==> src/rtl/audio_pkg.sv <==
// Shared fixed-point sample format and I2S receiver state encoding for the audio front end.
package audio_pkg;

    localparam int FXP_SIZE = 16;
    localparam int FXP_FRAC = 12;

    typedef logic signed [FXP_SIZE-1:0] sample_t;

    typedef enum logic [1:0] {
        SYNC,
        SHIFT,
        EMIT,
        DONE
    } i2s_state_t;

endpackage

==> src/rtl/sync_edge_detect.sv <==
// Two-flop synchroniser for an asynchronous line, plus a registered rising-edge pulse
// that is time-aligned with the delayed level output.
module sync_edge_detect (
    input  logic clk,
    input  logic rst,
    input  logic i_async,
    output logic o_level,
    output logic o_rise
);

    logic meta_q, meta_d;
    logic sync_q, sync_d;
    logic level_q, level_d;
    logic rise_q, rise_d;

    always_comb begin
        meta_d  = i_async;
        sync_d  = meta_q;
        level_d = sync_q;
        rise_d  = sync_q & ~level_q;
    end

    // NOTE: sequential state uses non-blocking assignments so every flop samples pre-edge values.
    always_ff @(posedge clk) begin
        if (rst) begin
            meta_q  <= 1'b0;
            sync_q  <= 1'b0;
            level_q <= 1'b0;
            rise_q  <= 1'b0;
        end else begin
            meta_q  <= meta_d;
            sync_q  <= sync_d;
            level_q <= level_d;
            rise_q  <= rise_d;
        end
    end

    // o_rise is high in the same cycle that o_level shows the post-edge value.
    assign o_level = level_q;
    assign o_rise  = rise_q;

endmodule

==> src/rtl/i2s_rx_frontend.sv <==
// I2S receiver: oversamples BCLK/LRCLK/SDATA in the clk domain, captures one channel's word
// and emits it as a signed Q4.12 sample with a one-cycle valid strobe.
module i2s_rx_frontend
    import audio_pkg::*;
#(
    parameter int WORD_BITS = 24,
    parameter int CHANNEL   = 0
) (
    input  logic                clk,
    input  logic                rst,
    input  logic                i_bclk,
    input  logic                i_lrclk,
    input  logic                i_sdata,
    output logic                o_valid,
    output logic [FXP_SIZE-1:0] o_sample,
    output logic                o_frame_err
);

    localparam int                 CNT_W    = $clog2(WORD_BITS + 1);
    localparam logic [CNT_W-1:0]   CNT_FULL = CNT_W'(WORD_BITS);
    localparam int                 KEEP     = FXP_FRAC + 1;
    localparam logic               CH_LR    = (CHANNEL != 0);

    logic bclk_rise, bclk_level_unused;
    logic lr, lr_rise_unused;
    logic sd, sd_rise_unused;

    sync_edge_detect u_bclk_sync (
        .clk     (clk),
        .rst     (rst),
        .i_async (i_bclk),
        .o_level (bclk_level_unused),
        .o_rise  (bclk_rise)
    );

    sync_edge_detect u_lrclk_sync (
        .clk     (clk),
        .rst     (rst),
        .i_async (i_lrclk),
        .o_level (lr),
        .o_rise  (lr_rise_unused)
    );

    sync_edge_detect u_sdata_sync (
        .clk     (clk),
        .rst     (rst),
        .i_async (i_sdata),
        .o_level (sd),
        .o_rise  (sd_rise_unused)
    );

    i2s_state_t           state_q, state_d;
    logic [CNT_W-1:0]     bit_cnt_q, bit_cnt_d, cnt_next;
    logic [WORD_BITS-1:0] word_q, word_d;
    logic                 lr_prev_q, lr_prev_d;
    logic                 valid_q, valid_d;
    logic                 err_q, err_d;
    sample_t              sample_q, sample_d;

    // NOTE: every _d gets its default first, so no branch can leave a value unassigned and infer a latch.
    always_comb begin
        state_d   = state_q;
        bit_cnt_d = bit_cnt_q;
        word_d    = word_q;
        lr_prev_d = lr_prev_q;
        valid_d   = 1'b0;
        err_d     = 1'b0;
        sample_d  = sample_q;
        cnt_next  = bit_cnt_q + CNT_W'(1);

        if (bclk_rise) begin
            lr_prev_d = lr;
        end

        unique case (state_q)
            SYNC: begin
                // The rise where LRCLK turns to our channel still carries the other channel's LSB.
                if (bclk_rise && (lr != lr_prev_q) && (lr == CH_LR)) begin
                    state_d   = SHIFT;
                    bit_cnt_d = '0;
                end
            end
            SHIFT: begin
                if (bclk_rise) begin
                    if ((lr != CH_LR) && (cnt_next != CNT_FULL)) begin
                        err_d   = 1'b1;
                        state_d = SYNC;
                    end else begin
                        word_d    = {word_q[WORD_BITS-2:0], sd};
                        bit_cnt_d = cnt_next;
                        if (cnt_next == CNT_FULL) begin
                            state_d  = EMIT;
                            valid_d  = 1'b1;
                            // Keep sign + 12 fraction bits, truncating the rest (floor).
                            sample_d = sample_t'({{(FXP_SIZE-KEEP){word_d[WORD_BITS-1]}},
                                                  word_d[WORD_BITS-1 -: KEEP]});
                        end
                    end
                end
            end
            EMIT: begin
                state_d = DONE;
            end
            DONE: begin
                if (bclk_rise && (lr != CH_LR)) begin
                    state_d = SYNC;
                end
            end
            default: begin
                state_d = SYNC;
            end
        endcase
    end

    // NOTE: the word shift register is reset along with the control state so no X ever reaches o_sample.
    always_ff @(posedge clk) begin
        if (rst) begin
            state_q   <= SYNC;
            bit_cnt_q <= '0;
            word_q    <= '0;
            lr_prev_q <= 1'b0;
            valid_q   <= 1'b0;
            err_q     <= 1'b0;
            sample_q  <= '0;
        end else begin
            state_q   <= state_d;
            bit_cnt_q <= bit_cnt_d;
            word_q    <= word_d;
            lr_prev_q <= lr_prev_d;
            valid_q   <= valid_d;
            err_q     <= err_d;
            sample_q  <= sample_d;
        end
    end

    assign o_valid     = valid_q;
    assign o_frame_err = err_q;
    assign o_sample    = sample_q;

endmodule

==> config.mk <==
export PLATFORM = sky130hd
export DESIGN_NAME = i2s_rx_frontend
export DESIGN_NICKNAME = d
export VERILOG_FILES = /design/src/rtl/audio_pkg.sv /design/src/rtl/sync_edge_detect.sv /design/src/rtl/i2s_rx_frontend.sv
export SDC_FILE = /design/constraint.sdc
export NUM_CORES = 1
export LEC_CHECK = 0
export BUFFER_PORTS_ARGS = -buffer_cell sky130_fd_sc_hd__buf_2
export CAP_MARGIN = 20
export CELL_PAD_IN_SITES_DETAIL_PLACEMENT = 1
export CELL_PAD_IN_SITES_GLOBAL_PLACEMENT = 1
export CORE_ASPECT_RATIO = 0.5
export CORE_MARGIN = 2
export CORE_UTILIZATION = 48
export CTS_BUF_LIST = sky130_fd_sc_hd__clkbuf_16
export DETAILED_ROUTE_END_ITERATION = 8
export PLACE_DENSITY_LB_ADDON = 0.1
export SLEW_MARGIN = 25
export SYNTH_ARGS = -nofsm -noshare
export SYNTH_HDL_FRONTEND = slang
export SYNTH_SLANG_ARGS = --single-unit
==> constraint.sdc <==
create_clock -name clk -period 2.9 [get_ports clk]
set_input_delay 0.145 -clock clk [delete_from_list [all_inputs] [get_ports clk]]
set_output_delay 0.145 -clock clk [all_outputs]
set_load 0.05 [all_outputs]
; Yosys cells after proc, flatten, opt, wreduce, memory -nomap -nowiden
; Cells that the tools add are included.
[classes]
bitwise_logic = 6
reduce_logical = 12
n_mux = 12
eq_ne = 11
add_sub_neg = 1
[op_table]
columns = cell, n
row1 = two-way mux 5 bit, 3
row2 = AND reduction 4 bit, 3
row3 = two-way mux 2 bit, 5
row4 = one-hot mux 5 bit (2 select lines), 1
row5 = one-hot mux 2 bit (4 select lines), 1
row6 = != test 2 bit (second input constant), 3
row7 = adder 5 x 1 -> 5 bit (second input constant), 1
row8 = equality test 5 bit (second input constant), 1
row9 = != test 5 bit (second input constant), 1
row10 = inverter 1 bit, 5
row11 = equality test 2 bit (second input constant), 2
row12 = logical AND 1 bit, 4
row13 = OR reduction 4 bit, 1
row14 = != test 3 bit (second input constant), 1
row15 = AND reduction 3 bit, 1
row16 = OR reduction 3 bit, 1
row17 = equality test 2 x 1 -> 1 bit (second input constant), 1
row18 = zero test 2 bit, 1
row19 = two-way mux 1 bit, 2
row20 = != test 2 x 1 -> 1 bit (second input constant), 1
row21 = nonzero test 2 bit, 1
row22 = bitwise AND 1 bit, 1
row23 = != test 1 bit, 1
[totals]
regBits = 56
inputBits = 5
output_inout_bits = 18
word_cells = 59

; Depth between registers and ports, before layout
; Gate-level depths: netlist of the first run.
[depth]
depth_word = 6
ltp_mapped = 7
depth_no_buf = 5

; By module
; A second synthesis of the first run with hierarchy kept.
[hier_totals]
cells_unflattened = 203
hier_area_um2 = 2255.9
[modules_own_cells]
columns = module, seq_area_each_um2, instances, area_each_um2, cells_per_inst
row1 = i2s_rx_frontend, 920.9, 1, 1921.8, 179
row2 = sync_edge_detect, 80.1, 3, 111.4, 8

; Worst setup path before layout of the first run
; Ideal clock, no wire load.
[synth_path]
kind = register to register
startpoint = reg bit_cnt_q[0]
endpoint = reg sample_q[12], in the netlist o_sample[12]
arrival_time_ns = 1.639
synth_period_minus_slack_ns = 1.767
t_required_ns = 2.772
path_stages_with_launch = 7
slack_ns = 1.133
setup_time_ns = 0.128
path_buffers = 1
cell_sequence = dfxtp_1 ha_1 nand2_1 nor4b_4 buf_6 mux2i_1 nor2_1
[synth_via]
elab_chain_len = 5
elab_cells_between_ends = 6
cone_classes = 1 x add/sub / 2 x eq/ne / 1 x bitwise / 2 x reduce/logical
[synth_rtl]
columns = element, line
row1 = from (decl), i2s_rx_frontend.sv:53  ; logic [CNT_W-1:0] bit_cnt_q, bit_cnt_d, cnt_next;
row2 = from (signal assigned), i2s_rx_frontend.sv:127  ; bit_cnt_q <= bit_cnt_d;
row3 = adder 5 x 1 -> 5 bit (*), i2s_rx_frontend.sv:69  ; cnt_next = bit_cnt_q + CNT_W'(1);
row4 = != test 5 bit, i2s_rx_frontend.sv:85  ; if ((lr != CH_LR) && (cnt_next != CNT_FULL)) begin
row5 = logical AND 1 bit, i2s_rx_frontend.sv:85
row6 = inverter 1 bit (no source line), n/a
row7 = AND reduction 4 bit (no source line) (*), n/a
row8 = to (signal assigned), i2s_rx_frontend.sv:132  ; sample_q <= sample_d;
row9 = to (decl), i2s_rx_frontend.sv:58  ; sample_t sample_q, sample_d;
; Mark *: on every way between the ends. The rest lies on a longest branch, timed or not.
; A chain may end at the register's enable or synchronous reset.

; Worst setup path after layout of the first run
[layout_path]
startpoint = reg bit_cnt_q[0]
endpoint = reg word_q[10]
[layout_via]
elab_chain_len = 5
[layout_rtl]
columns = element, line
row1 = adder 5 x 1 -> 5 bit, i2s_rx_frontend.sv:69
row2 = != test 5 bit, i2s_rx_frontend.sv:85
row3 = logical AND 1 bit, i2s_rx_frontend.sv:85
row4 = inverter 1 bit (no source line), n/a
row5 = AND reduction 3 bit (no source line), n/a
row6 = to (signal assigned), i2s_rx_frontend.sv:128  ; word_q <= word_d;
row7 = to (decl), i2s_rx_frontend.sv:54  ; logic [WORD_BITS-1:0] word_q, word_d;
; Every way passes these cells.

==> results of run 1 <==
-- per-layer routing --
metal	vias to the layer above	part of all wire [%]	global-route usage (%)
li1	703	-	-
met1	674	47	20.5
met2	22	49	31.8
met3	4	3.6	5.43
met4	0	0.75	5.79
met5	-	0	0
-- per-stage QoR --
step                area [um2]  total power (uW)  utilization [%]  setup WS, ps  instances
floorplan                 2090               808                -          1130        197
global placement          2200               815             54.3          1120        263
detailed placement        2200               816             54.3          1010        263
CTS                       2350              1440             58.1           987        271
global route              2350              1470             58.1           866        271
finish                    2350              1410             58.1           989        271
-- worst register-to-register path, delay by kind of cell, from the launching register on --
kind / cells / cell delay (ps)
multiplexers: 1 / 270
adder cells (fa/ha/maj): 1 / 250
flip-flops: 1 / 410
buffers and inverters: 1 / 380
AND/OR/NAND/NOR: 2 / 370
AO/OA/AOI/OAI: 1 / 150
-- cells by family (layout without fill, tap and decap cells) --
| logic type | count (synthesis) | count (layout) | share of synthesized area, % |
|---|---|---|---|
| simple gates | 72 | 72 | 16.9 |
| flops | 56 | 56 | 53.6 |
| mux | 36 | 36 | 17.2 |
| compound gates | 17 | 17 | 6.94 |
| buf+inv | 15 | 35 | 4.67 |
| fa+ha+maj | 1 | 1 | 0.598 |
-- final cells by class --
type,count,area [um2]
clock buffers,5,125
clock inverters,3,27.5
fillers,457,1690
inverters,3,11.3
multi-input cells,126,872
flip-flops and latches,56,1120
well taps,54,67.6
repair buffers,24,125
-- report_power, final --
part / switching (uW) / internal [uW]
combinational: 16.1 / 6.02
clock: 288 / 328
sequential: 1.90 / 773
-- placed cells by master (no fill, tap or decap), types with 2 or more instances in the layout --
master | Yosys | final
nor2_1 | 16 | 16
a32o_1 | 3 | 3
a21oi_1 | 3 | 3
clkbuf_16 | 0 | 5
buf_4 | 3 | 2
nor2b_1 | 10 | 10
buf_2 | 0 | 22
nand2_1 | 29 | 29
and2b_1 | 2 | 2
mux2i_1 | 36 | 36
inv_1 | 2 | 2
dfxtp_1 | 56 | 56
nand3_1 | 5 | 5
nand2b_1 | 2 | 2
nor3_1 | 2 | 2
a311oi_1 | 2 | 2
-- path summary, 6_finish.rpt --
kind	cells after the start	slack, ps	end	startpoint
worst min-delay path	2	80	u_lrclk_sync.meta_q$_SDFF_PP0_	i_lrclk
worst max-delay path	6	990	word_q[10]$_SDFFE_PP0P_	bit_cnt_q[0]$_SDFFE_PP0P_
worst min register to register	1	400	u_bclk_sync.o_rise$_SDFF_PP0_	u_bclk_sync.o_level$_SDFF_PP0_
worst max register to register	6	990	word_q[10]$_SDFFE_PP0P_	bit_cnt_q[0]$_SDFFE_PP0P_
==> results by group, run 1 <==
Clock tree
  • CTS-repair resized insts: 0
  • Max H-tree Level: 2
  • Hold buffer count at CTS: 0
  • Clock tree buffer depth: 2
  • TritonCTS Buffers: 5
  • Root Buffer: clkbuf_16
  • Worst skew pair latency: 290 ps
  • Post-CTS setup buffer count: 0
  • Worst-path clk slew: 80 ps
  • Clock sinks: 56
  • CTS tree: yes

Timing
  • Fmax: 0.523 GHz
  • Max-slew headroom: 59.5%
  • Final Hold Fails: 0
  • Final period demand of the worst path: 1910 ps
  • TNS Setup: 0 ps
  • Setup Skew: 7.77 ps
  • Final period util: 65.9%
  • Unrepaired setup endpoints after global routing: false
  • # setup viols final: 0
  • Fin Hold WS: 78.2 ps
  • Final count of pins violating max slew: 0
  • Worst-margin pin slew: 607 ps

Run
  • Max-Cap Viols: 0

Die
  • Rows: 16
  • Die Height: 50.7 um
  • Initial Utilization: 51.7%
  • Ports: 23
  • Core Box Area: 4040 um2
  • Die area: 4930 um2
  • Die width: 97.3 um

Setup path
  • Setup crit end kind: register
  • Critical path arrival: 2120 ps
  • Critical Path RT: 3110 ps
  • CP Max Fanout: 27
  • Critical path type: register to register
  • Buf+Inv Stages, Crit Path: 1
  • CP max stage delay: 410 ps
  • Largest delay share family, worst path: flip-flops
  • Cell Chain, Critical Path: ha_1, nand2_1, nor2_1, o211a_1, buf_4, mux2i_1
  • Worst Setup Start Kind: register
  • Slowest CP cell: dfxtp_1

Place
  • Dpl hpwl: 2.61 mm
  • I/O Buffers: 22
  • Placer Congestion: 0.773

Synth
  • Yosys top cell by area: dfxtp_1
  • Sequential fraction of the synthesis area: 53.6%
  • Main synth FF type: dfxtp_1
  • Synth Area per Inst: 10.6 um2
  • Seq cells post-synth: 56
  • Synth top area share: 53.6%
  • Synth top cells by count: dfxtp_1, mux2i_1, nand2_1
  • EDFF count, synth: 0
  • Post-Syn Instances: 197
  • FFs w/ async S/R, synth: 0%
  • Cell Area, Synth: 2090 um2
  • Netlist cell types: 33
  • Synthesized net count: 203
  • Yosys warns: 0
  • Cells taking the most area after synthesis: dfxtp_1, mux2i_1, nand2_1
  • Most common cell in the netlist: dfxtp_1

Route
  • Final ANT Viol Nets: 0
  • Vias: 1403
  • Initial DRC count: 12
  • DRC: 0
  • Avg Vias per Cell: 5.18
  • WL final: 4.01 mm
  • First-pass iteration count of the detailed router: 4
  • DR WL/cell: 14.8 um

GRT
  • Total GRT Usage: 17.7%
  • Vias in the first global route: 1453
  • Largest net degree at the start of global routing: 33
  • Initial antenna violation count: 0
  • Gr ovfl total: 0
  • First-pass GRT wire length: 6.84 mm

Power
  • Cell Pwr Density: 602 nW/um2
  • Peak supply drop: 381 uV
  • Pleak: 0.000881 uW

Final layout
  • N_diodes: 0
  • Net count of the finished layout: 222
  • Layout cell share with drive strength beyond 1: 17.1%
  • Max reg flops: 23
  • Synth-to-Final Area Change: 12.4%
  • Top reg by flops: word_q

Min path
  • Hold crit path type: input pin to register

Status
  • Status: completed
Power figures use the tool's default switching activity.
==> run 2: changes to the inputs <==
CORE_UTILIZATION = 40   (was 48)
clock period = 1.73 ns   (was 2.9 ns; I/O delays follow)
==> run 2 against run 1 <==
Against the previous run: setup slack got worse by 890 ps; combinational power increased by 81%; critical path depth unchanged; first-iteration DRC count increased by 42%; register-to-register slack got worse by 890 ps; cell area increased by 6.1%; sequential power increased by 68%; worst hold slack got worse by 75 ps; clock power increased by 83%; critical path type unchanged.
==> results by group, run 2 (same netlist as run 1, synthesis figures left out) <==
Timing
  • Final period demand of the worst path: 1630 ps (was 1910 ps)
  • Fmax: 0.613 GHz (was 0.523 GHz)
  • Final count of pins violating max slew: 0 (unchanged)
  • # setup viols final: 0 (unchanged)
  • Setup Skew: 7.54 ps (was 7.77 ps)
  • Max-slew headroom: 68.0% (was 59.5%)
  • Unrepaired setup endpoints after global routing: false (unchanged)
  • Final period util: 94.3% (was 65.9%)
  • Setup slack after layout: 97.8 ps (was 989 ps)
  • Worst-margin pin slew: 479 ps (was 607 ps)
  • Final Hold Fails: 0 (unchanged)
  • TNS Setup: 0 ps (unchanged)

Setup path
  • Worst Setup Start Kind: register (unchanged)
  • CP Max Fanout: 10 (was 27)
  • Critical path type: register to register (unchanged)
  • Setup crit end kind: register (unchanged)
  • Worst r2r src: bit_cnt_q[1]$_SDFFE_PP0P_ (was bit_cnt_q[0]$_SDFFE_PP0P_)
  • Critical Path RT: 1900 ps (was 3110 ps)
  • Worst R2R Path Depth: 6 (unchanged)
  • Critical path arrival: 1810 ps (was 2120 ps)
  • Crit. Startpoint: bit_cnt_q[1]$_SDFFE_PP0P_ (was bit_cnt_q[0]$_SDFFE_PP0P_)

GRT
  • Vias in the first global route: 1354 (was 1453)
  • Total GRT Usage: 14.2% (was 17.7%)
  • GR Util met1: 18.5% (was 20.5%)
  • Met2 Use GR: 23.7% (was 31.8%)
  • Largest net degree at the start of global routing: 32 (was 33)
  • Gr ovfl total: 0 (unchanged)
  • First-pass GRT wire length: 6.38 mm (was 6.84 mm)
  • Initial antenna violation count: 0 (unchanged)
  • GRT busiest layer: met2 (unchanged)
  • Grt met3 use: 3.86% (was 5.43%)

Min path
  • Min-Delay Path Depth: 2 (unchanged)
  • Hold crit path type: input pin to register (unchanged)
  • Hold Path Origin: i_bclk (was i_lrclk)

Clock tree
  • Worst-path clk slew: 70 ps (was 80 ps)
  • Clock sinks: 56 (unchanged)
  • Clock tree buffer depth: 2 (unchanged)
  • CTS tree: yes (unchanged)
  • TritonCTS Buffers: 5 (unchanged)
  • Worst skew pair latency: 290 ps (about the same)
  • Root Buffer: clkbuf_16 (unchanged)
  • Post-CTS setup buffer count: 0 (unchanged)
  • Max H-tree Level: 2 (unchanged)

Route
  • First-pass iteration count of the detailed router: 4 (unchanged)
  • DRC: 0 (unchanged)
  • Vias: 1456 (was 1403)
  • WL final: 3.80 mm (was 4.01 mm)
  • Avg Vias per Cell: 4.94 (was 5.18)
  • DR WL/cell: 12.9 um (was 14.8 um)
  • Initial DRC count: 17 (was 12)
  • Final ANT Viol Nets: 0 (unchanged)

Final layout
  • Max reg flops: 23 (unchanged)
  • N_diodes: 0 (unchanged)
  • Seq. cell area: 1130 um2 (was 1120 um2)
  • Commonest non-fill, non-tap cells in the layout: dfxtp_1, mux2i_1, nand2_1 (unchanged)
  • Layout cell share with drive strength beyond 1: 22.2% (was 17.1%)
  • Fillers: 563 (was 457)
  • Top reg by flops: word_q (unchanged)
  • Leading cell type in the layout, fill and taps excluded: dfxtp_1 (unchanged)
  • Net count of the finished layout: 230 (was 222)
  • Area of the multi-input gates: 882 um2 (was 872 um2)
  • Synth-to-Final Area Change: 19.3% (was 12.4%)

Power
  • Total power: 2470 uW (was 1410 uW)
  • Cell Pwr Density: 990 nW/um2 (was 602 nW/um2)
  • Pleak: 0.000961 uW (was 0.000881 uW)
  • Peak supply drop: 428 uV (was 381 uV)

Place
  • Placer Congestion: 0.709 (was 0.773)
  • Dpl hpwl: 2.60 mm (was 2.61 mm)
  • I/O Buffers: 22 (unchanged)
  • Pre-CTS setup slack: 28.0 ps (was 1010 ps)

Die
  • Ports: 23 (unchanged)
  • Core Box Area: 4980 um2 (was 4040 um2)
  • Die area: 5860 um2 (was 4930 um2)
  • Die width: 106 um (was 97.3 um)
  • Die Height: 55.1 um (was 50.7 um)
  • Rows: 18 (was 16)
  • Initial Utilization: 42.0% (was 51.7%)

Status
  • Status: completed (unchanged)

Run
  • Max-Cap Viols: 0 (unchanged)
-- run 2: cell types whose count changed in the layout (fill, tap and decap cells not counted), sizes merged --
cell      before  now
inv            4    5
clkinvlp       1    0
buf           24   32
bufinv         0    1
clkinv         1    0
-- run 2: worst paths after layout --
path / endpoint / slack (ps)
worst max register to register: bit_cnt_q[4]$_SDFFE_PP0P_ / 100
worst min-delay path: u_bclk_sync.meta_q$_SDFF_PP0_ / 3
worst min register to register: u_bclk_sync.o_rise$_SDFF_PP0_ / 390
worst max-delay path: bit_cnt_q[4]$_SDFFE_PP0P_ / 100
-- run 2: routing by layer --
layer	wire (um)	up-vias
met3	145	5
met2	1650	22
li1	-	730
met1	1970	699
met4	29	0
met5	0	-
-- run 2: metrics by stage --
step / instances / utilization [%] / cell area [um2] / hold slack [ps]
floorplan: 197 / - / 2100 / 166
global placement: 287 / 46.4 / 2310 / 296
detailed placement: 287 / 46.4 / 2310 / 303
CTS: 295 / 49.7 / 2480 / 0.175
global route: 295 / 50.1 / 2490 / 3.78
finish: 295 / 50.1 / 2490 / 3.14
-- run 2: report_power, final --
part | total, uW | switching, uW | internal, uW
sequential | 1300 | 2.85 | 1290
clock | 1130 | 448 | 683
combinational | 40.1 | 27.7 | 12.4
total | 2470 | 479 | 1990
-- run 2: area by class of cell --
| cell class | instances | area share [%] |
|---|---|---|
| clock inverter | 3 | 1.71 |
| inverter | 3 | 0.452 |
| timing repair buffer | 32 | 8.58 |
| tap | 70 | 3.51 |
| sequential | 56 | 45.4 |
| clock buffer | 5 | 5.02 |
| multi-input combinational | 126 | 35.4 |
-- run 2: critical path, cell delays in order, from the launching register on --
cell	delay, ps
dfxtp_4	360
and4b_1	230
a21oi_4	200
nor2_1	80
o211a_1	260
buf_6	170
a32o_1	220
-- run 2: what timing repair did --
item,CTS,global route
hold endpoints to repair,0,0
pin swaps,1,2
hold buffers,0,0
endpoints found under the setup margin,5,24
resized for setup,0,7
==> run 3: changes to the inputs <==
SETUP_SLACK_MARGIN = 0.4   (was default)
==> run 3 against run 2 <==
Against the previous run: clock power shrank 16%; non-clock buffer count up 6; critical path type unchanged; register-to-register slack about the same; routed wire length increased by 12%; critical path depth is the same; clock-buffer cell count stayed put; worst hold slack improved by 5.7 ps.
==> results by group, run 3 (same netlist as run 1, synthesis figures left out) <==
Final layout
  • Finished Cell Area: 2580 um2 (was 2490 um2)
  • Leading cell type in the layout, fill and taps excluded: dfxtp_1 (unchanged)
  • Commonest non-fill, non-tap cells in the layout: dfxtp_1, mux2i_1, nand2_1 (unchanged)
  • Fillers: 546 (was 563)
  • Top reg by flops: word_q (unchanged)
  • N_diodes: 0 (unchanged)
  • Final Non-Filler Cells: 300 (was 295)
  • Layout cell share with drive strength beyond 1: 25.7% (was 22.2%)
  • Net count of the finished layout: 236 (was 230)
  • Synth-to-Final Area Change: 23.5% (was 19.3%)
  • Max reg flops: 23 (unchanged)

Die
  • Core Box Area: 4980 um2 (unchanged)
  • Die width: 106 um (unchanged)
  • Die area: 5860 um2 (unchanged)
  • Ports: 23 (unchanged)
  • Rows: 18 (unchanged)
  • Initial Utilization: 42.0% (unchanged)
  • Die Height: 55.1 um (unchanged)

Setup path
  • Setup crit end kind: register (unchanged)
  • Worst R2R Path Depth: 6 (unchanged)
  • Buf+Inv Stages, Crit Path: 1 (unchanged)
  • CP Max Fanout: 7 (was 10)
  • CP max stage delay: 340 ps (was 360 ps)
  • Critical path type: register to register (unchanged)
  • Critical path arrival: 1780 ps (was 1810 ps)
  • Cell Chain, Critical Path: and4b_1, a21oi_4, nor4b_4, bufbuf_16, mux2i_1, nor2_1 (was and4b_1, a21oi_4, nor2_1, o211a_1, buf_6, a32o_1)
  • Slowest CP cell: dfxtp_2 (was dfxtp_4)
  • Critical Path RT: 1890 ps (was 1900 ps)
  • CP Depth: 6 (unchanged)
  • Worst Setup Start Kind: register (unchanged)
  • Largest delay share family, worst path: simple AND/OR/NAND/NOR gates (was compound AO/OA/AOI/OAI gates)

Timing
  • Final period util: 93.5% (was 94.3%)
  • Fmax: 0.618 GHz (was 0.613 GHz)
  • Final count of pins violating max slew: 0 (unchanged)
  • Setup slack after layout: 112 ps (was 97.8 ps)
  • # setup viols final: 0 (unchanged)
  • Worst-margin pin slew: 494 ps (was 479 ps)
  • Final Hold Fails: 0 (unchanged)
  • Unrepaired setup endpoints after global routing: true (was false)
  • Fin Hold WS: 8.81 ps (was 3.14 ps)
  • Max-slew headroom: 67.1% (was 68.0%)
  • Setup Skew: 4.48 ps (was 7.54 ps)
  • Final period demand of the worst path: 1620 ps (was 1630 ps)

Route
  • Vias: 1467 (was 1456)
  • Avg Vias per Cell: 4.89 (was 4.94)
  • DRC: 0 (unchanged)
  • DR WL/cell: 14.2 um (was 12.9 um)
  • Initial DRC count: 28 (was 17)
  • Final ANT Viol Nets: 0 (unchanged)
  • First-pass iteration count of the detailed router: 3 (was 4)
  • WL final: 4.25 mm (was 3.80 mm)

Power
  • Total power: 2290 uW (was 2470 uW)
  • Peak supply drop: 598 uV (was 428 uV)
  • Net Sw Power: 457 uW (was 479 uW)
  • Logic gate share of total power: 1.8% (was 1.6%)
  • Clock group share of total power: 41.4% (was 45.8%)
  • Cell Pwr Density: 885 nW/um2 (was 990 nW/um2)
  • Net Sw Frac: 20.0% (was 19.4%)
  • Pleak: 0.000988 uW (was 0.000961 uW)
  • Power share of the sequential group: 56.8% (was 52.5%)
  • Internal power: 1830 uW (was 1990 uW)

GRT
  • First-pass GRT wire length: 7.00 mm (was 6.38 mm)
  • Total GRT Usage: 15.7% (was 14.2%)
  • Vias in the first global route: 1470 (was 1354)
  • Initial antenna violation count: 0 (unchanged)
  • Gr ovfl total: 0 (unchanged)
  • Largest net degree at the start of global routing: 32 (unchanged)

Clock tree
  • CTS tree: yes (unchanged)
  • Worst skew pair latency: 290 ps (about the same)
  • Clock tree buffer depth: 2 (unchanged)
  • TritonCTS Buffers: 5 (unchanged)
  • Clock sinks: 56 (unchanged)
  • Root Buffer: clkbuf_16 (unchanged)
  • Worst-path clk slew: 70 ps (about the same)
  • Max H-tree Level: 2 (unchanged)

Place
  • Pre-CTS setup slack: 45.6 ps (was 28.0 ps)
  • Placed cell count: 285 (was 287)
  • Dpl hpwl: 2.69 mm (was 2.60 mm)
  • Placer Congestion: 0.708 (was 0.709)
  • I/O Buffers: 22 (unchanged)
  • Placed Area: 2290 um2 (was 2310 um2)

Status
  • Status: completed (unchanged)

Run
  • Max-Cap Viols: 0 (unchanged)

Min path
  • Min-Delay Path Depth: 2 (unchanged)
  • Hold crit path type: input pin to register (unchanged)
-- run 3: area by class of cell --
class	instances	area [um2]	share of cell area (%)
sequential	56	1130	43.8
timing repair buffer	38	299	11.6
tap	70	87.6	3.39
clock buffer	5	125	4.84
clock inverter	2	8.76	0.339
multi-input combinational	126	920	35.6
inverter	3	11.3	0.436
-- run 3: worst paths after layout --
kind,from,endpoint,slack [ps]
max,bit_cnt_q[3]$_SDFFE_PP0P_,o_sample[3]$_SDFFE_PP0P_,110
min,i_bclk,u_bclk_sync.meta_q$_SDFF_PP0_,9
max reg2reg,bit_cnt_q[3]$_SDFFE_PP0P_,o_sample[3]$_SDFFE_PP0P_,110
min reg2reg,u_bclk_sync.o_level$_SDFF_PP0_,u_bclk_sync.o_rise$_SDFF_PP0_,390
-- run 3: power groups by stage --
| stage | registers [uW] | logic, uW | clock network (uW) |
|---|---|---|---|
| 6_report | 1300 | 41.7 | 946 |
| 5_1_grt | 1300 | 46.3 | 1050 |
| 4_1_cts | 1300 | 42.2 | 970 |
| 3_5_place_dp | 1330 | 42.0 | 0 |
| 3_3_place_gp | 1330 | 40.8 | 0 |
| 2_1_floorplan | 1330 | 26.1 | 0 |
-- run 3: metrics by stage --
step           util, %  TNS, ps
6_report          51.9        0
5_1_grt           51.9    -2.87
4_1_cts           51.3        0
3_5_place_dp      46.1        0
3_3_place_gp      46.1        0
2_1_floorplan        -        0
-- run 3: routing by layer --
metal | part of all wire (%) | up-vias | track usage, %
li1 | - | 741 | -
met4 | 0.38 | 0 | 3.29
met5 | 0 | - | 0
met1 | 49 | 703 | 19.0
met2 | 48 | 21 | 28.6
met3 | 3.4 | 2 | 4.92
-- run 3: repair_timing --
action | 4_1_cts | 5_1_grt
endpoints found under the setup margin | 43 | 45
setup buffers | 7 | 0
hold buffers | 0 | 0
gates resized for setup | 11 | 6
gates cloned | 1 | 0
pin swaps | 15 | 10
